[src/rtl/load_ou_pkg.sv]
// Shared ISA constants and unit configuration types for the load unit.
package riscv_types;
    localparam int XLEN = 32;
    localparam logic [2:0] LS_W_fn3 = 3'b010;
endpackage

package rca_config;
    typedef enum logic [1:0] {LW_BYTE, LW_HALF, LW_WORD} load_width_t;
endpackage

[src/rtl/load_offset_fifo.sv]
// In-order FIFO of byte offsets for in-flight loads. The owner guarantees no
// overflow and no pop while empty via its outstanding counter.
module load_offset_fifo #(
    parameter int DEPTH = 4,
    parameter int WIDTH = 2
) (
    input  logic             clk,
    input  logic             rst,
    input  logic             push,
    input  logic [WIDTH-1:0] din,
    input  logic             pop,
    output logic [WIDTH-1:0] dout
);
    localparam int PW = (DEPTH > 1) ? $clog2(DEPTH) : 1;

    logic [WIDTH-1:0] mem_q [DEPTH];
    logic [PW-1:0]    wr_q, wr_d;
    logic [PW-1:0]    rd_q, rd_d;

    function automatic logic [PW-1:0] next_ptr(input logic [PW-1:0] p);
        return (p == PW'(DEPTH - 1)) ? '0 : p + PW'(1);
    endfunction

    always_comb begin
        wr_d = push ? next_ptr(wr_q) : wr_q;
        rd_d = pop  ? next_ptr(rd_q) : rd_q;
    end

    always_ff @(posedge clk) begin
        if (rst) begin
            wr_q <= '0;
            rd_q <= '0;
        end else begin
            wr_q <= wr_d;
            rd_q <= rd_d;
        end
    end

    // Storage needs no reset: equal pointers already mean empty.
    always_ff @(posedge clk) begin
        if (push && !rst) mem_q[wr_q] <= din;
    end

    assign dout = mem_q[rd_q];
endmodule

[src/rtl/load_ou.sv]
// Load operation unit: forms the load address, issues to the LSQ under an
// outstanding limit, and extracts/extends the returned lane in issue order.
module load_ou
    import riscv_types::*;
    import rca_config::*;
#(
    parameter load_width_t        LOAD_WIDTH      = LW_BYTE,
    parameter int                 LOAD_SIGNED     = 0,
    parameter int                 MAX_OUTSTANDING = 4,
    parameter logic signed [11:0] ADDR_OFFSET     = '0
) (
    input  logic            clk,
    input  logic            rst,
    input  logic [XLEN-1:0] data_in1,
    input  logic            data_valid_in1,
    input  logic [XLEN-1:0] data_in2,
    input  logic            data_valid_in2,
    output logic            data_in_ack1,
    output logic            data_in_ack2,
    output logic            uses_data_in1,
    output logic            uses_data_in2,
    output logic [XLEN-1:0] data_out,
    output logic            data_valid_out,
    output logic [XLEN-1:0] addr,
    output logic [XLEN-1:0] data,
    output logic [2:0]      fn3,
    output logic            load,
    output logic            store,
    output logic            new_request,
    input  logic            lsq_full,
    input  logic [XLEN-1:0] load_data,
    input  logic            load_complete
);
    localparam int CW = $clog2(MAX_OUTSTANDING + 1);
    localparam logic signed [XLEN-1:0] OFF_EXT = XLEN'(ADDR_OFFSET);

    logic [CW-1:0]   count_q, count_d;
    logic [XLEN-1:0] data_out_q;
    logic            valid_out_q;
    logic [XLEN-1:0] ea;
    logic [1:0]      head_off;
    logic            issue, pop;
    logic            unused_inputs;

    function automatic logic [XLEN-1:0] extend(input logic [XLEN-1:0] w, input logic [1:0] off);
        logic [7:0]  b;
        logic [15:0] h;
        b = w[{off, 3'b000} +: 8];
        h = w[{off[1], 4'b0000} +: 16];
        case (LOAD_WIDTH)
            LW_BYTE: extend = {{(XLEN-8){(LOAD_SIGNED != 0) && b[7]}}, b};
            LW_HALF: extend = {{(XLEN-16){(LOAD_SIGNED != 0) && h[15]}}, h};
            default: extend = w;
        endcase
    endfunction

    assign ea    = data_in1 + OFF_EXT;
    assign issue = !rst && data_valid_in1 && !lsq_full && (count_q < CW'(MAX_OUTSTANDING));
    // Completions with nothing outstanding are stale (e.g. from before a reset).
    assign pop   = !rst && load_complete && (count_q != '0);

    always_comb begin
        count_d = count_q;
        case ({issue, pop})
            2'b10:   count_d = count_q + CW'(1);
            2'b01:   count_d = count_q - CW'(1);
            default: count_d = count_q;
        endcase
    end

    always_ff @(posedge clk) begin
        if (rst) begin
            count_q     <= '0;
            valid_out_q <= 1'b0;
            data_out_q  <= '0;
        end else begin
            count_q     <= count_d;
            valid_out_q <= pop;
            if (pop) data_out_q <= extend(load_data, head_off);
        end
    end

    load_offset_fifo #(.DEPTH(MAX_OUTSTANDING), .WIDTH(2)) u_off_fifo (
        .clk  (clk),
        .rst  (rst),
        .push (issue),
        .din  (ea[1:0]),
        .pop  (pop),
        .dout (head_off)
    );

    assign unused_inputs  = ^{data_in2, data_valid_in2};

    assign new_request    = issue;
    assign data_in_ack1   = issue;
    assign data_in_ack2   = 1'b0;
    assign uses_data_in1  = 1'b1;
    assign uses_data_in2  = 1'b0;
    assign addr           = {ea[XLEN-1:2], 2'b00};
    assign data           = '0;
    assign fn3            = LS_W_fn3;
    assign load           = 1'b1;
    assign store          = 1'b0;
    assign data_out       = data_out_q;
    assign data_valid_out = valid_out_q;
endmodule

[config.mk]
export PLATFORM = sky130hd
export DESIGN_NAME = load_ou
export DESIGN_NICKNAME = d
export VERILOG_FILES = /design/src/rtl/load_ou_pkg.sv /design/src/rtl/load_offset_fifo.sv /design/src/rtl/load_ou.sv
export SDC_FILE = /design/constraint.sdc
export NUM_CORES = 1
export LEC_CHECK = 0
export CAP_MARGIN = 10
export CORE_AREA = 5 5 89 91
export DETAILED_ROUTE_END_ITERATION = 6
export DIE_AREA = 0 0 94 96
export GPL_TIMING_DRIVEN = 0
export PLACE_DENSITY = 0.81
export SYNTH_ARGS = -nofsm -noshare
export SYNTH_HDL_FRONTEND = slang
export SYNTH_SLANG_ARGS = --single-unit
[constraint.sdc]
create_clock -name clk -period 6.8 [get_ports clk]
set_clock_uncertainty 0.2 [all_clocks]
set_input_delay 0.68 -clock clk [delete_from_list [all_inputs] [get_ports clk]]
set_output_delay 0.68 -clock clk [all_outputs]
set_load 0.005 [all_outputs]
Word-level counts from Yosys, hierarchy flattened
Memories as Yosys holds them, arrays and structs flattened. A register that Yosys moved wholly into a read port is not among the register bits.
Cells that the tools add are included.
{"block": "totals", "ramBits": 8, "rom_bits": 0, "regBits": 16, "output_inout_bits": 107, "latch_bits": 0, "wordCells": 33, "input_bits": 102, "memories": 1}
{"name": "u_off_fifo.mem_q", "words": 4, "width": 2, "read_ports": 1, "rd_ports_with_merged_regs": 1, "write_ports": 1, "line": "load_offset_fifo.sv:16", "rtl": "logic [WIDTH-1:0] mem_q [DEPTH];"}
{"block": "op_classes", "shifts": 1, "n_mul": 0, "order_cmp": 1, "add_sub_neg": 4, "eq_ne": 4, "n_bitwise": 0, "div": 0, "n_mux": 7, "n_reduce_logical": 10}
{"operator": "variable part select 32 x 6 -> 8 bit", "count": 1}
{"operator": "2-to-1 mux 2 bit", "count": 4}
{"operator": "equality test 2 bit, second input constant", "count": 3}
{"operator": "logical AND 1 bit", "count": 6}
{"operator": "one-hot mux 3 bit (2 select lines)", "count": 1}
{"operator": "adder 2 x 1 -> 2 bit, second input constant", "count": 2}
{"operator": "adder 3 x 1 -> 3 bit, second input constant", "count": 1}
{"operator": "< comparator 3 bit, second input constant", "count": 1}
{"operator": "nonzero test 3 bit", "count": 1}
{"operator": "subtractor 3 x 1 -> 3 bit, second input constant", "count": 1}
{"operator": "equality test 2 x 1 -> 1 bit, second input constant", "count": 1}
{"operator": "logical NOT 1 bit", "count": 2}
{"operator": "2-to-1 mux 1 bit", "count": 2}
{"operator": "nonzero test 2 bit", "count": 1}

Depth between registers and ports, before layout
Gate-level depths: netlist of run 1.
{"block": "depth", "ltp_word": 7, "ltp_mapped": 9, "ltp_nobuf": 8}

Modules after synthesis
A second synthesis of run 1 with hierarchy kept.
{"block": "unflattened", "cells_unflattened": 196, "hier_area_um2": 2065.7}
{"mod": "load_ou", "instances": 1, "area_per_inst_um2": 1480.2, "cells_per_inst": 158, "seq_area_each_um2": 240.2}
{"mod": "load_offset_fifo", "instances": 1, "area_per_inst_um2": 585.6, "cells_per_inst": 38, "seq_area_each_um2": 360.3}

Worst setup path after synthesis of run 1
OpenSTA, ideal clock, no wires.
{"block": "synth_timing", "kind": "in2reg", "startpoint": "in rst", "endpoint": "reg count_q[2]", "cell_stages": 9, "required_time_ns": 6.529, "arrival_time_ns": 2.507, "setup_slack_ns": 4.021, "setup_ns": 0.071, "path_buffers": 1, "cell_sequence": "clkbuf_1 nor4b_2 inv_1 ha_1 inv_1 fa_1 xor2_1 or3_1 a21oi_1"}
{"block": "synth_between", "elab_chain_cells": 6}
{"item": "from (decl)", "line": "load_ou.sv:13", "rtl": "input logic rst,"}
{"item": "logical NOT 1 bit (*)", "line": "load_ou.sv:58", "rtl": "assign issue = !rst && data_valid_in1 && !lsq_full && (count_q < CW'(MAX_OUTSTANDING));"}
{"item": "logical AND 1 bit (*) (3 in a row)", "line": "load_ou.sv:58"}
{"item": "net data_in_ack1", "line": "load_ou.sv:18", "rtl": "output logic data_in_ack1,"}
{"item": "equality test 2 x 1 -> 1 bit / equality test 2 bit (equally long branches)", "line": "load_ou.sv:64", "rtl": "case ({issue, pop})"}
{"item": "one-hot mux 3 bit (2 select lines) / nonzero test 2 bit (equally long branches)"}
{"item": "to (signal assigned)", "line": "load_ou.sv:77", "rtl": "count_q <= count_d;"}
{"item": "to (decl)", "line": "load_ou.sv:37", "rtl": "logic [CW-1:0] count_q, count_d;"}
Mark *: on every way through the listed nets, which the timed path passes. The rest lies on a longest branch.
A chain may end at the register's enable or synchronous reset.

Final worst setup path of run 1
{"block": "layout_timing", "startpoint": "in rst", "endpoint": "out new_request"}
{"block": "layout_between", "elab_chain_cells": 4}
{"item": "logical NOT 1 bit", "line": "load_ou.sv:58"}
{"item": "logical AND 1 bit (3 in a row)", "line": "load_ou.sv:58"}
{"item": "to (decl)", "line": "load_ou.sv:29", "rtl": "output logic new_request,"}
Every way passes these cells.

==> results of run 1 <==
==> cell families after synthesis <==
kind of cell / Yosys count / synth area share, %
DFF: 26 / 29.5
and+or+nand+nor: 22 / 6.14
muxes: 18 / 10.3
buffers and inverters: 110 / 39.3
adders and majority gates: 7 / 4.67
other: 2 / 0.369
xor gates and xnor gates: 2 / 0.860
AOI/OAI and AO/OA: 24 / 8.91
==> worst min-delay path by stage <==
stage | cells past startpoint | start | slack, ps | endpoint
global placement | 2 | data_out[4] | 290 | data_out[4]
detailed placement | 2 | data_out[2] | 310 | data_out[2]
floorplan | 2 | u_off_fifo.rd_q[1] | 280 | flip-flop
CTS | 2 | data_out[2] | 330 | data_out[2]
finish | 2 | data_out[4] | 320 | data_out[4]
global route | 2 | data_out[4] | 340 | data_out[4]
==> worst max-delay path, delay by kind of cell <==
family,cells,cell delay [ps]
and+or+nand+nor,1,740
buffers and inverters,4,1370
==> through the flow <==
| step | power, µW | hold slack [ps] | area (µm²) | setup WS, ps |
|---|---|---|---|---|
| final | 438 | 323 | 3260 | 3130 |
| after global routing | 464 | 341 | 3260 | 2920 |
| after CTS | 441 | 326 | 3260 | 3100 |
| after detailed placement | 316 | 306 | 3190 | 3110 |
| after global placement | 313 | 294 | 3190 | 3110 |
| after floorplan | 259 | 284 | 2280 | 4020 |
==> final cells by class <==
cell class	instances	area [µm²]	area share, %
clock buffers	3	41.3	1.27
inverters	8	30.0	0.920
multi-input cells	139	876	26.8
plain buffers	102	771	23.6
well taps	99	124	3.80
repair buffers	79	791	24.2
clock inverters	1	30.0	0.920
flip-flops and latches	26	601	18.4
==> where the power goes <==
part	internal, µW	switching [µW]	total, µW
logic	93.2	49.5	143
clock network	78.7	45.4	124
registers	167	4.59	171
total	339	99.5	438
==> cell usage in the layout, fill, tap and decap left out, drive strengths merged, types with 3 or more instances in the layout <==
cell	count
inv	7
o221ai	8
clkbuf	6
and2	4
nand2	3
conb	66
edfxtp	8
nor2	5
o211ai	9
mux2i	16
clkdlybuf4s50	79
ha	6
a21oi	3
dfxtp	18
nor3	3
buf	99
==> flip-flops by register name (all words and copies together) (netlist names), named ones only <==
name	flops
data_out	8
u_off_fifo.mem_q	8
count_q	3
u_off_fifo.rd_q	2
u_off_fifo.wr_q	2
data_valid_out	1
==> per-layer routing <==
layer | part of all wire [%] | GRT usage [%] | vias up
li1 | - | - | 853
met1 | 34 | 9.80 | 710
met4 | 1.3 | 3.97 | 0
met3 | 11 | 2.50 | 4
met5 | 0 | 0 | -
met2 | 54 | 19.2 | 88
==> flow_summary.ini, run 1 <==
[die]
chipHeight_um = 96
pin_count = 209
rows = 31
start_util_pct = 28.9
core_area_mm2 = 0.00706
die_w_um = 94
dieArea_mm2 = 0.00902

[clock_network]
clk_pin_slew_worst_paths_ps = 80
htreeDepth = 1
post_cts_buffers = 0
worstSkewPairLatency_ps = 270
cts-hold-fix-buffers = 0
cts-root-buf = clkbuf_8
numCtsBuffers = 3
cts_tree = built
cts_resized = 0
cts.sinks = 26
clockBufferDepth = 2

[placed_design]
place_congestion = 0.706
place_inst = 453
portBuffers = 79
dp_hpwl_um = 4400

[timing]
rsz0062_at_grt = false
min_period_ps = 3670
worst_pin_slew_ps = 766
setup_viol = 0
max_freq_mhz = 273
slew_headroom_pct = 48.8
final_max_slew_viol_count = 0
hold_violations = 0
finalCritPeriodShare_pct = 54.0
fin_tns_setup_ps = 0

[worst_setup_path]
crit_arrival_ps = 2790
crit_type = in2out
critPathLaunchType = input port
critPathMaxFanout = 11
r2r_cells = 8
crit_path_end_kind = primary output
path_common_cell = clkdlybuf4s50_1
r2r-start = count_q[2]
slowest_delay_ps = 740
worstSetupEndpoint = new_request
crit_required_ps = 5920
cp_cell_sequence = clkdlybuf4s50_1 -> clkbuf_1 -> nor4b_2 -> buf_4 -> clkdlybuf4s50_1
cp_slowest_cell = nor4b_2
rr_endpoint = count_q[2]
r2r_slack_ps = 4340
setup.worst_path.start = rst

[power_and_ir_drop]
leakage_uw = 0.00157
vdd_ir_drop_max_v = 0.0000640
power_density_mw_per_mm2 = 134

[layout]
finish.net_count = 468
final_cells = 457
layout-drive-gt1-share_pct = 29.6
num-fill-cells = 661
antenna_cells = 0
postLayoutCoreUtil_pct = 46.2
area_growth_pct = 60.2

[synthesis]
synth_seq_cells = 26
synthTopCellsByArea = buf_4, dfxtp_1, edfxtp_1
ys_types = 30
ys_warn_count = 0
synth_top_area_share_pct = 35.7
synth_edf_count = 8
ys_seq_area_share_pct = 29.5
netlist_instances = 211
netlist_area_mm2 = 0.00204
synth_common_cells = buf_4, dfxtp_1, mux2i_1, o211ai_1
synthFlopType = dfxtp_1
yosys.area.top_type = buf_4
synth_area_per_cell_um2 = 9.65
ys_async_sr_fraction_pct = 0
synth_most_common_cell = buf_4

[routing]
drc_errors = 0
dr.pass1.iters = 3
avgViaCountPerCell = 3.62
wl_per_cell_um = 10.6
ant_nets = 0
drt_iter0_drc = 38
num_vias = 1655
drt_wl_total_um = 4840

[grt]
grt_pass1_wl_um = 7180
grt_antenna_before_repair = 0
grt-ovfl-total = 0
grt_pass1_vias = 1614
grt_max_degree = 16
track_usage_pct = 9.80

[run]
maxCapViolCount = 0

[status]
status = finished clean

[hold_path]
hold_class = reg2reg
(Power assumes the default switching activity.)
==> run 2, diff against run 1 <==
- CORE_AREA: 5 5 89 91 -> 5 5 93 95
- DIE_AREA: 0 0 94 96 -> 0 0 98 100
- PLACE_DENSITY: 0.81 -> 0.78
- clock period: 6.8 -> 3.05 ns (I/O delays scaled with it)
==> run 2 against run 1 <==
- clock-buffer cell count grew 1
- register-to-register slack lost 3700 ps
- routed wire length grew 6.6%
- flip-flop and latch count is the same
- global-route usage grew 0.33 points
- non-clock buffer count is the same
- critical path type unchanged
- largest power group unchanged
- highest routed layer unchanged
==> flow_summary.ini, run 2 (synthesis gave the netlist of run 1 again) <==
[worst_setup_path]
crit_arrival_ps = 2250
critPathLaunchType = input port
critPathMaxFanout = 11
crit_type = in2out
crit_required_ps = 2540
crit_path_end_kind = primary output

[run]
maxCapViolCount = 0

[clock_network]
numCtsBuffers = 3
clockBufferDepth = 2
clk_pin_slew_worst_paths_ps = 90
cts_resized = 1
worstSkewPairLatency_ps = 270
cts-hold-fix-buffers = 0
cts.sinks = 26
cts_tree = built
post_cts_buffers = 0
htreeDepth = 1
cts-root-buf = clkbuf_8

[grt]
grt_antenna_before_repair = 0
grt-ovfl-total = 0
grt_pass1_vias = 1776
track_usage_pct = 10.1
grt_pass1_wl_um = 8230
grt_max_degree = 15

[timing]
max_freq_mhz = 363
hold_violations = 0
finalCritPeriodShare_pct = 90.2
min_period_ps = 2750
final_max_slew_viol_count = 0
whs_ps = 320
rsz0062_at_grt = false
worst_pin_slew_ps = 526
setup_ws_ps = 298
setup_viol = 0
slew_headroom_pct = 64.8

[die]
core_area_mm2 = 0.00765
start_util_pct = 26.6
rows = 32
die_w_um = 98
dieArea_mm2 = 0.00980
pin_count = 209
chipHeight_um = 100

[placed_design]
dp_worst_setup_slack_ps = -160
dp_hpwl_um = 4570
place_congestion = 0.805
portBuffers = 79

[layout]
final_common_cell = buf_4
finish.net_count = 468
antenna_cells = 0
layout-drive-gt1-share_pct = 29.3
final_cell_mix = buf_4, clkdlybuf4s50_1, conb_1, dfxtp_1, mux2i_1
area_growth_pct = 59.5

[routing]
drc_errors = 0
drt_wl_total_um = 5160
ant_nets = 0
num_vias = 1674
avgViaCountPerCell = 3.64
dr.pass1.iters = 4
drt_iter0_drc = 29
wl_per_cell_um = 11.2

[power_and_ir_drop]
vdd_ir_drop_max_v = 0.0000978
leakage_uw = 0.00156
power_density_mw_per_mm2 = 277

[hold_path]
hold_class = reg2reg

[status]
status = finished clean
[run 2: through the flow]
step | instance area [µm²] | power (µW) | setup TNS, ps | util (%) | instances
finish | 3250 | 899 | 0 | 42.5 | 460
global route | 3250 | 957 | 0 | 42.5 | 460
CTS | 3250 | 907 | 0 | 42.5 | 460
detailed placement | 3200 | 706 | -245 | 41.8 | 456
global placement | 3200 | 699 | -50.4 | 41.8 | 456
floorplan | 2280 | 577 | 0 | - | 275
[run 2: layout make-up]
class                      instances  area, µm²
buffer                           102        771
clock buffer                       4       45.0
fill                             748       4400
inverter                           8       30.0
multi-input combinational        139        885
sequential                        26        601
tap                              102        128
timing repair buffer              79        791
[run 2: critical path: stages]
cell	delay [ps]
clkdlybuf4s50_1	420
clkbuf_1	260
nor4b_4	570
buf_4	190
clkdlybuf4s50_1	490
[run 2: metal layers]
metal	track usage (%)	share of wire (%)
met1	10.3	36
met2	18.8	50
met3	4.66	12
met4	2.56	0.89
met5	0	0
[run 2: worst paths after layout]
path	start	cells after the start	endpoint	slack [ps]
max	rst	5	new_request	300
min	u_off_fifo.rd_q[1]	2	flip-flop	320
max reg2reg	count_q[2]	8	count_q[2]	670
min reg2reg	u_off_fifo.rd_q[1]	2	flip-flop	320
[run 2: where the power goes]
group	internal (µW)	leakage, µW	switching (µW)	total, µW
registers	371	0.000218	10.5	382
clock network	93.4	0.0000228	103	197
logic	208	0.00132	111	320
total	673	0.00156	225	899
==> run 3, diff against run 2 <==
- CORE_AREA: 5 5 93 95 -> 2 2 90 92
- DIE_AREA: 0 0 98 100 -> 0 0 92 94
==> run 3 against run 2 <==
- first-iteration DRC count down 21%
- setup slack worse by 20 ps
- hold slack about the same
==> flow_summary.ini, run 3 (synthesis gave the netlist of run 1 again) <==
[status]
status = finished clean

[routing]
drc_errors = 0
wl_per_cell_um = 9.99
dr.pass1.iters = 4
ant_nets = 0
drt_wl_total_um = 4590
drt_iter0_drc = 23
avgViaCountPerCell = 3.56
num_vias = 1636

[layout]
layout.area.seq_um2 = 601
multiInputGateArea_um2 = 885
layout-drive-gt1-share_pct = 29.3
area_growth_pct = 59.5
final_cell_mix = buf_4, clkdlybuf4s50_1, conb_1, dfxtp_1, mux2i_1
final_common_cell = buf_4
antenna_cells = 0
finish.net_count = 468
num-fill-cells = 764

[worst_setup_path]
r2r_cells = 8
critPathLaunchType = input port
crit_type = in2out
cp_cell_sequence = clkdlybuf4s50_1 -> clkbuf_1 -> nor4b_4 -> buf_4 -> clkdlybuf4s50_1
crit_arrival_ps = 2270
r2r-start = count_q[2]
crit_path_end_kind = primary output
r2r_slack_ps = 660
critPathMaxFanout = 11
slowest_delay_ps = 560
setup.worst_path.start = rst
rr_endpoint = count_q[2]
cp_slowest_cell = nor4b_4
crit_required_ps = 2540
path_common_cell = clkdlybuf4s50_1

[power_and_ir_drop]
switching_share_pct = 25.5
internal_power_uw = 670
p_seq_share_pct = 42.4
power_density_mw_per_mm2 = 277
switchingPower_uw = 230
vdd_ir_drop_max_v = 0.000140
leakage_uw = 0.00156
p_comb_share_pct = 35.3
p_clk_share_pct = 22.3

[clock_network]
cts-root-buf = clkbuf_8
cts_tree = built
clk_pin_slew_worst_paths_ps = 90
htreeDepth = 1
numCtsBuffers = 3
worstSkewPairLatency_ps = 270
cts.sinks = 26
post_cts_buffers = 0
clockBufferDepth = 2

[timing]
slew_headroom_pct = 65.3
setup_viol = 0
max_freq_mhz = 361
setup_ws_ps = 279
worst_pin_slew_ps = 521
rsz0062_at_grt = false
hold_violations = 0
finalCritPeriodShare_pct = 90.9
final_max_slew_viol_count = 0
whs_ps = 320
min_period_ps = 2770

[die]
start_util_pct = 26.8
chipHeight_um = 94
core_area_mm2 = 0.00761
rows = 32
dieArea_mm2 = 0.00865
pin_count = 209
die_w_um = 92

[grt]
grt_pass1_vias = 1567
grt_max_degree = 15
grt_pass1_wl_um = 6950
grt-ovfl-total = 0
track_usage_pct = 9.98
grt_antenna_before_repair = 0

[hold_path]
whs_endpoint = data_out[2]
min_delay_path_depth = 2
hold_class = reg2reg
min_from = data_out[2]

[placed_design]
dp_hpwl_um = 3930
dp_worst_setup_slack_ps = -134
portBuffers = 79
place_congestion = 0.693

[run]
maxCapViolCount = 0
## run 3: how the worst max path moves through the flow
| stage | cells past startpoint | endpoint | slack (ps) |
|---|---|---|---|
| after global routing | 5 | new_request | 140 |
| after detailed placement | 10 | count_q[2] | -130 |
| after CTS | 5 | new_request | 20 |
| after floorplan | 9 | count_q[2] | 650 |
| after global placement | 10 | count_q[2] | -50 |
| final | 5 | new_request | 280 |
## run 3: power groups by stage
stage | registers (µW) | logic, µW | clock network (µW)
after floorplan | 389 | 189 | 0
after global placement | 389 | 310 | 0
after detailed placement | 389 | 316 | 0
after CTS | 382 | 316 | 211
after global routing | 384 | 348 | 226
final | 381 | 318 | 201
## run 3: cell type report
cell class	instances	share of cell area (%)
flip-flops and latches	26	18.5
inverters	8	0.924
well taps	102	3.93
clock inverters	1	0.116
plain buffers	102	23.7
clock buffers	3	1.27
multi-input cells	139	27.2
repair buffers	79	24.3
## run 3: stage by stage
stage / instances / area, µm² / util (%) / power [µW] / setup TNS (ps)
2_1_floorplan: 275 / 2280 / - / 577 / 0
3_3_place_gp: 456 / 3200 / 42.0 / 698 / -54.7
3_5_place_dp: 456 / 3200 / 42.0 / 705 / -215
4_1_cts: 460 / 3240 / 42.6 / 909 / 0
5_1_grt: 460 / 3250 / 42.7 / 958 / 0
6_report: 460 / 3250 / 42.7 / 900 / 0
## run 3: critical path: cells and delay by family
kind	cells	cell delay, ps
buffers and inverters	4	1410
and+or+nand+nor	1	560
## run 3: routing by layer
| layer | share of wire [%] | GRT usage (%) | up-vias |
|---|---|---|---|
| li1 | - | - | 849 |
| met1 | 36 | 10.4 | 691 |
| met2 | 53 | 19.5 | 94 |
| met3 | 11 | 2.81 | 2 |
| met4 | 0.70 | 2.61 | 0 |
| met5 | 0 | 0 | - |
## run 3: timing repair
item | 4_1_cts | 5_1_grt
endpoints found under the hold margin | 0 | 0
gates resized for setup | 0 | 1
setup endpoints to repair | 0 | 4
hold buffers | 0 | 0
==> patch, RTL diff (flow settings as in run 1) <==
Change the parameter `LOAD_SIGNED` from 0 to 1.
--- a/src/rtl/load_ou.sv
+++ b/src/rtl/load_ou.sv
@@ -5,7 +5,7 @@
     import rca_config::*;
 #(
     parameter load_width_t        LOAD_WIDTH      = LW_BYTE,
-    parameter int                 LOAD_SIGNED     = 0,
+    parameter int                 LOAD_SIGNED     = 1,
     parameter int                 MAX_OUTSTANDING = 4,
     parameter logic signed [11:0] ADDR_OFFSET     = '0
 ) (
Function: changed (a bounded check fails within 4 cycles, from zero or initial values and one cycle with rst high).
==> patch against run 1 <==
  * Total power fell by 0.71%
  * Synthesized cell count up 3.8%
  * Global-route usage grew 0.56 points
  * Highest routed layer is now met3
  * Worst setup slack improved by 0.25 ns
  * Wire length grew 8.7%
  * Clock power down 31%
  * Count of clock-buffer cells in the layout unchanged
  * Final area increased by 5.3%
  * Sequential share of layout area shrank 0.92 points
  * Area after synthesis up 2.9%
  * Via count rose by 4.5%
  * Sequential cell count unchanged
==> patch: results (changes against run 1) <==
* Largest net degree at the start of global routing at 27 (+11)
* Detailed Route Iter0 Violations at 68 (+79%)
* CP peak stage delay at 0.72 ns (-0.02 ns)
* Largest cells by area after synthesis: buf_4 (35%), dfxtp_1 (17%), edfxtp_1 (11%)
* Worst slew pin tran at 0.8570 ns (+0.09113 ns)
* Ant diodes at 0 (unchanged)
* Pre-antenna DRT Iters at 4 (+1)
* Fin crit period at 3.420 ns (-0.2492 ns)
* Delay-heaviest family, CP: buffers and inverters
* Part of the Yosys area used for sequential elements at 28.66% (-0.83 points)
* VDD IR max at 0.08092 mV (+26%)
* Hold_ws at 0.3406 ns (+0.01739 ns)
* Synth Instances at 219 (+3.8%)
* Vias in the first global route at 1704 (+5.6%)
* Final GP Congestion at 0.6802 (-3.6%)
* Final net count at 475 (+1.5%)
* Reg2reg setup slack at 4.24 ns (-0.10 ns)
* FF-to-FF path depth at 8 (unchanged)
* Min-delay src: u_off_fifo.rd_q[1]
* Post-Place Cells at 460 (+1.5%)
* Wirelength per Cell at 11.34 µm (+7.1%)
* Via count at 1729 (+4.5%)
* Via density at 3.726 (+2.9%)
* Post-place instance area at 3391 µm² (+6.2%)
* Dpl ws at 3.351 ns (+0.2419 ns)
* Leakage at 1.582 nW (+1.1%)
* Share of cells above drive strength 1 at 30.68% (+1.1 points)
* Hpwl dp at 4.600 mm (+4.6%)
* Fillcell total at 663 (+0.30%)
* Area occupied by multi-input gates at 832.0 µm² (-5.0%)
* First-pass GRT wire length at 7.741 mm (+7.8%)
* Yosys cell types at 31 (+3.3%)
* RR Endpoint: count_q[2]
* Total track usage at 10.36% (+0.56 points)
* Worst EP arrival at 2.54 ns (-0.25 ns)
* Gr ovfl total at 0 (unchanged)
* Status: finished, final reports clean
* Worst setup path start: lsq_full
* PortBufs at 102 (+29%)
* List of most frequent post-synthesis cells: buf_4 (97), dfxtp_1 (18), mux2i_1 (16)
## patch: power by group
part           switching [W]  internal, W  total (W)
clock              0.0000447    0.0000404  0.0000851
sequential        0.00000756     0.000167   0.000175
combinational      0.0000538     0.000121   0.000175
total               0.000106     0.000329   0.000435
## patch: routing by layer
metal | up-vias | track usage, % | part of all wire (%) | routed length, µm
met3 | 0 | 4.222 | 13 | 693
met1 | 744 | 11.75 | 37 | 1968
met5 | - | 0 | 0 | 0
li1 | 884 | - | - | -
met2 | 101 | 18.86 | 49 | 2598
met4 | 0 | 1.083 | 0 | 0
## patch: kinds of logic after synthesis
kind of cell,Yosys count,synth area share [%]
AOI/OAI and AO/OA,24,8.179
other,2,0.3583
muxes,18,9.791
buffers and inverters,111,38.81
and+or+nand+nor,29,8.836
xor gates and xnor gates,2,0.8360
adders and majority gates,7,4.537
DFF,26,28.66
## patch: worst reg2reg max path: cells and delay by family, from the launching register on
family / cells / cell delay, ns
AO/OA/AOI/OAI: 1 / 0.15
buffers and inverters: 2 / 0.19
AND/OR/NAND/NOR: 2 / 1.09
XOR/XNOR: 1 / 0.07
adder cells (fa/ha/maj): 2 / 0.43
flip-flops: 1 / 0.36
## patch: layout make-up
cell class / count / area share, %
timing repair buffer: 102 / 29.72
multi-input combinational: 122 / 24.22
buffer: 105 / 23.02
sequential: 26 / 17.48
tap: 99 / 3.605
clock buffer: 3 / 1.202
inverter: 6 / 0.6555
clock inverter: 1 / 0.1092
## patch: stage by stage
step                utilization (%)  total power, W
global route                  48.67       0.0004616
CTS                           48.67       0.0004376
finish                        48.67       0.0004349
detailed placement            48.03       0.0003538
global placement              48.03       0.0003501
floorplan                         -       0.0002699
